**config.mk**
```make
export PLATFORM = sky130hd
export DESIGN_NAME = pipe_stage_skid
export DESIGN_NICKNAME = d
export VERILOG_FILES = /design/src/rtl/pipe_stage_skid.sv
export SDC_FILE = /design/constraint.sdc
export NUM_CORES = 1
export LEC_CHECK = 0
export CAP_MARGIN = 20
export CORE_ASPECT_RATIO = 0.7
export CORE_MARGIN = 3
export CORE_UTILIZATION = 42
export DETAILED_ROUTE_END_ITERATION = 7
export PLACE_DENSITY = 0.75
export SLEW_MARGIN = 15
export SYNTH_ARGS = -nofsm -noshare
export SYNTH_HDL_FRONTEND = slang
export SYNTH_SLANG_ARGS = --single-unit
```
**constraint.sdc**
```tcl
create_clock -name clk -period 1.33 [get_ports clk]
set_clock_uncertainty 0.15 [all_clocks]
set_input_delay 0.399 -clock clk [delete_from_list [all_inputs] [get_ports clk]]
set_output_delay 0.399 -clock clk [all_outputs]
set_load 0.1 [all_outputs]
```
**src/rtl/pipe_stage_skid.sv**
```systemverilog
// pipe_stage_skid: inter-stage pipeline register with valid/ready handshake
// and a 2-entry skid buffer (main + skid), so in_ready is fully registered.
// Carries a WIDTH-bit payload and a SIDE_W-bit sticky side field.
// Optional feature: define PIPE_STALL_CNT_EN to build a saturating
// stall-cycle counter on stall_cnt (otherwise stall_cnt is tied to 0).
module pipe_stage_skid #(
  parameter int unsigned          WIDTH     = 32,
  parameter int unsigned          SIDE_W    = 1,
  parameter logic [WIDTH-1:0]     NOP_VALUE = '0,
  parameter int unsigned          CNT_W     = 16
) (
  input  logic              clk,
  input  logic              rst,
  input  logic              flush,
  input  logic              in_valid,
  output logic              in_ready,
  input  logic [WIDTH-1:0]  in_data,
  input  logic [SIDE_W-1:0] in_side,
  output logic              out_valid,
  input  logic              out_ready,
  output logic [WIDTH-1:0]  out_data,
  output logic [SIDE_W-1:0] out_side,
  output logic [CNT_W-1:0]  stall_cnt
);

  logic              r_main_valid;
  logic [WIDTH-1:0]  r_main_data;
  logic [SIDE_W-1:0] r_side;
  logic              r_skid_valid;
  logic [WIDTH-1:0]  r_skid_data;
  logic [SIDE_W-1:0] r_skid_side;
  logic              r_in_ready;

  logic              w_main_valid;
  logic [WIDTH-1:0]  w_main_data;
  logic [SIDE_W-1:0] w_side;
  logic              w_skid_valid;
  logic [WIDTH-1:0]  w_skid_data;
  logic [SIDE_W-1:0] w_skid_side;

  logic w_acc;
  logic w_fire;

  assign w_acc  = in_valid & r_in_ready;
  assign w_fire = r_main_valid & out_ready;

  // Next-state selection: flush, then refill main (from skid first, keeping
  // FIFO order), otherwise hold main and park any accepted payload in skid.
  always_comb begin
    w_main_valid = r_main_valid;
    w_main_data  = r_main_data;
    w_side       = r_side;
    w_skid_valid = r_skid_valid;
    w_skid_data  = r_skid_data;
    w_skid_side  = r_skid_side;
    if (flush) begin
      w_main_valid = 1'b0;
      w_main_data  = NOP_VALUE;
      w_side       = '0;
      w_skid_valid = 1'b0;
      w_skid_data  = NOP_VALUE;
      w_skid_side  = '0;
    end else if (!r_main_valid || w_fire) begin
      if (r_skid_valid) begin
        w_main_valid = 1'b1;
        w_main_data  = r_skid_data;
        w_side       = r_skid_side;
        if (w_acc) begin
          w_skid_data = in_data;
          w_skid_side = in_side;
        end else begin
          w_skid_valid = 1'b0;
        end
      end else if (w_acc) begin
        w_main_valid = 1'b1;
        w_main_data  = in_data;
        w_side       = in_side;
      end else begin
        // Bubble: data returns to NOP, side field is sticky and holds.
        w_main_valid = 1'b0;
        w_main_data  = NOP_VALUE;
      end
    end else if (w_acc) begin
      w_skid_valid = 1'b1;
      w_skid_data  = in_data;
      w_skid_side  = in_side;
    end
  end

  // State registers; in_ready is registered from the next skid state.
  always_ff @(posedge clk) begin
    if (rst) begin
      r_main_valid <= 1'b0;
      r_main_data  <= NOP_VALUE;
      r_side       <= '0;
      r_skid_valid <= 1'b0;
      r_skid_data  <= NOP_VALUE;
      r_skid_side  <= '0;
      r_in_ready   <= 1'b1;
    end else begin
      r_main_valid <= w_main_valid;
      r_main_data  <= w_main_data;
      r_side       <= w_side;
      r_skid_valid <= w_skid_valid;
      r_skid_data  <= w_skid_data;
      r_skid_side  <= w_skid_side;
      r_in_ready   <= ~w_skid_valid;
    end
  end

  assign in_ready  = r_in_ready;
  assign out_valid = r_main_valid;
  assign out_data  = r_main_data;
  assign out_side  = r_side;

`ifdef PIPE_STALL_CNT_EN
  logic [CNT_W-1:0] r_stall_cnt;

  // Count cycles where a valid payload is blocked downstream; saturates,
  // cleared by reset only (flush leaves it alone).
  always_ff @(posedge clk) begin
    if (rst) begin
      r_stall_cnt <= '0;
    end else if (r_main_valid && !out_ready && (r_stall_cnt != '1)) begin
      r_stall_cnt <= r_stall_cnt + CNT_W'(1);
    end
  end

  assign stall_cnt = r_stall_cnt;
`else
  assign stall_cnt = '0;
`endif

endmodule

```
==> results.toml <==
[run_status]
outcome = "finished, violations left"
violations = "setup timing"

[sta]
setup_slack_ns = -0.127
maxSlewViolCount = 0
setup_violations = 100
rsz0062_at_grt = "true"
period_share_pct = 110
hold_violations = 0
fin_crit_ns = 1.46
maxClockFrequency_mhz = 686

[cells_and_area]
post-route-util_pct = 74.6
drive_gt1_share_pct = 38.2
final_cells = 492
insertedDiodeCount = 0
fin_nets = 434
final_area_mm2 = 0.00489
syn2layout_area_growth_pct = 64.4
num-fill-cells = 423

[yosys]
synth_top_area_share_pct = 46.5
synth_cells = 287
synthArstFlopShare_pct = 0
avgSynthCellArea_um2 = 10.4
synthTopCellsByCount = "69 x dfxtp_1, 67 x nand2_1, 66 x mux2i_1"
synth_edf_count = 0
ys_seq_area_share_pct = 46.5
ys.flop_type = "dfxtp_1"
synth_most_common_cell = "dfxtp_1"
synth.distinct_cells = 25
synth_top_area_cell = "dfxtp_1"
yosysWarnings = 0
syn_area_mm2 = 0.00297
synth-seq-cells = 69
synthTopCellsByArea = "dfxtp_1 46%, mux2i_1 22%, o2bb2ai_1 9.4%"

[worst_setup_path]
r2r-end = "out_data[15]"
cp-startpoint = "out_valid"
reg2reg_from = "out_valid"
crit_fanout = 6
critPathCaptureType = "flip-flop"
startpoint_type = "flip-flop"
reg2regPathDepth = 7
crit_arrival_ns = 1.59
cp.required_ns = 1.46
r2r_slack_ns = -0.13
path_class = "reg -> reg"

[routing]
ant_nets = 0
drt-wirelength-per-cell_um = 18.7
drtIter0Drc = 101
routed_wl_mm = 9.22
route.vias.total = 2545
via_per_inst = 5.17
drc = 0
first_pass_iters = 4

[floorplan]
fp.dieArea_mm2 = 0.00814
io_pins = 89
core_area_mm2 = 0.00655
fp.dieH_um = 76.4
die_w_um = 107
placement_rows = 24
initial_core_util_pct = 45.4

[global_route]
groute.usage.overall_pct = 21.9
grt-ovfl-total = 0
grt_pass1_vias = 2656
antenna_found_initial = 0
grt_pass1_wl_mm = 13.8
grt_max_degree = 25

[min_path]
min_path_cells = 2
hp-class = "reg -> reg"
whs_endpoint = "r_skid_data[20]"
hold_path_startpoint = "r_skid_data[20]"

[cts]
cts_root_buf = "clkbuf_8"
ctsHoldBuffers = 0
clock_sinks = 69
clkLatencyLatePin_ns = 0.35
ctsLongestPathBuffers = 2
numCtsBuffers = 9
htreeDepth = 3
tritoncts = "built"
clk_pin_slew_worst_paths_ns = 0.07

[run]
drv_cap = 0

[place]
post-place-ws_ns = -0.544
dpl-instance-area_mm2 = 0.00419
gp_congestion = 0.774
portBuffers = 72
place_inst = 446
dp_hpwl_mm = 4.68

[power_and_ir_drop]
p_leak_uw = 0.00179
ir_worst_vdd_v = 0.000651
power_density_mw_per_mm2 = 961
per-layer routing:
metal / vias to the layer above / routed length [µm] / GRT usage (%) / share of wire, %
met3: 20 / 645 / 7.62 / 7.0
met4: 0 / 214 / 9.71 / 2.3
met5: - / 0 / 0 / 0
met1: 1253 / 3750 / 25.7 / 41
met2: 82 / 4600 / 36.2 / 50
li1: 1190 / - / - / -
cells by family after synthesis:
group | count (synthesis) | synth area share [%]
other cells | 1 | 0.126
flops | 69 | 46.5
mux | 66 | 22.2
simple gates | 75 | 10.8
compound gates | 38 | 10.8
buf+inv | 38 | 9.64
state kept, by name, summed over array words and instances, names as in the netlist:
name / flops
out_valid: 1
r_skid_valid: 1
r_skid_side: 1
in_ready: 1
out_side: 1
out_data: 32
r_skid_data: 32
cell usage in the layout, fill, tap and decap left out, types with 2 or more instances in the layout:
cell / n
dfxtp_4: 8
dfxtp_2: 28
o2bb2ai_2: 9
o2bb2ai_1: 22
clkbuf_16: 3
clkbuf_8: 11
buf_6: 8
dlygate4sd2_1: 2
nor2_4: 2
buf_8: 3
buf_4: 23
clkbuf_2: 2
clkdlybuf4s50_1: 33
mux2i_1: 64
clkbuf_1: 4
buf_12: 44
nand2_1: 66
buf_16: 2
dfxtp_1: 33
conb_1: 16
power breakdown:
group / total, µW / switching [µW] / leakage, µW / internal (µW)
Sequential: 2140 / 40.3 / 0.000577 / 2100
Clock: 1540 / 755 / 0.0000877 / 780
Combinational: 1020 / 641 / 0.00112 / 380
per-stage QoR:
stage               setup TNS (ns)  hold WS (ns)  power [µW]
CTS                          -9.92         0.311        4690
global route                -12.08         0.335        4850
floorplan                    -4.71         0.284        2790
global placement            -31.50         0.291        3070
detailed placement          -33.98         0.299        3070
finish                       -7.93         0.312        4690
worst max-delay path by stage:
stage	endpoint	slack [ns]	cells after the start
final	out_data[15]	-0.13	7
after global routing	out_data[0]	-0.17	7
after CTS	r_skid_data[28]	-0.13	7
after detailed placement	r_skid_data[4]	-0.54	6
after global placement	r_skid_data[18]	-0.48	5
after floorplan	r_skid_data[23]	-0.16	5
cell type report:
cell class | instances | area (µm²) | area share [%]
clock buffer | 15 | 166 | 3.41
clock inverter | 1 | 5.00 | 0.102
inverter | 1 | 3.75 | 0.0768
multi-input combinational | 195 | 1470 | 30.2
sequential | 69 | 1450 | 29.6
tap | 91 | 114 | 2.33
timing repair buffer | 120 | 1680 | 34.3
what timing repair did:
action,4_1_cts,5_1_grt
resized for setup,24,29
setup buffers,17,9
endpoints found under the setup margin,102,102
pin swaps,7,3
cloned,8,4
critical path: stages (launching register included):
cell and delay (ns):
dfxtp_4 0.37, nand2b_4 0.06, buf_4 0.15, buf_4 0.14, nor2_4 0.12, buf_6 0.15, buf_12 0.14, o2bb2ai_2 0.10
(Power assumes the default switching activity.)
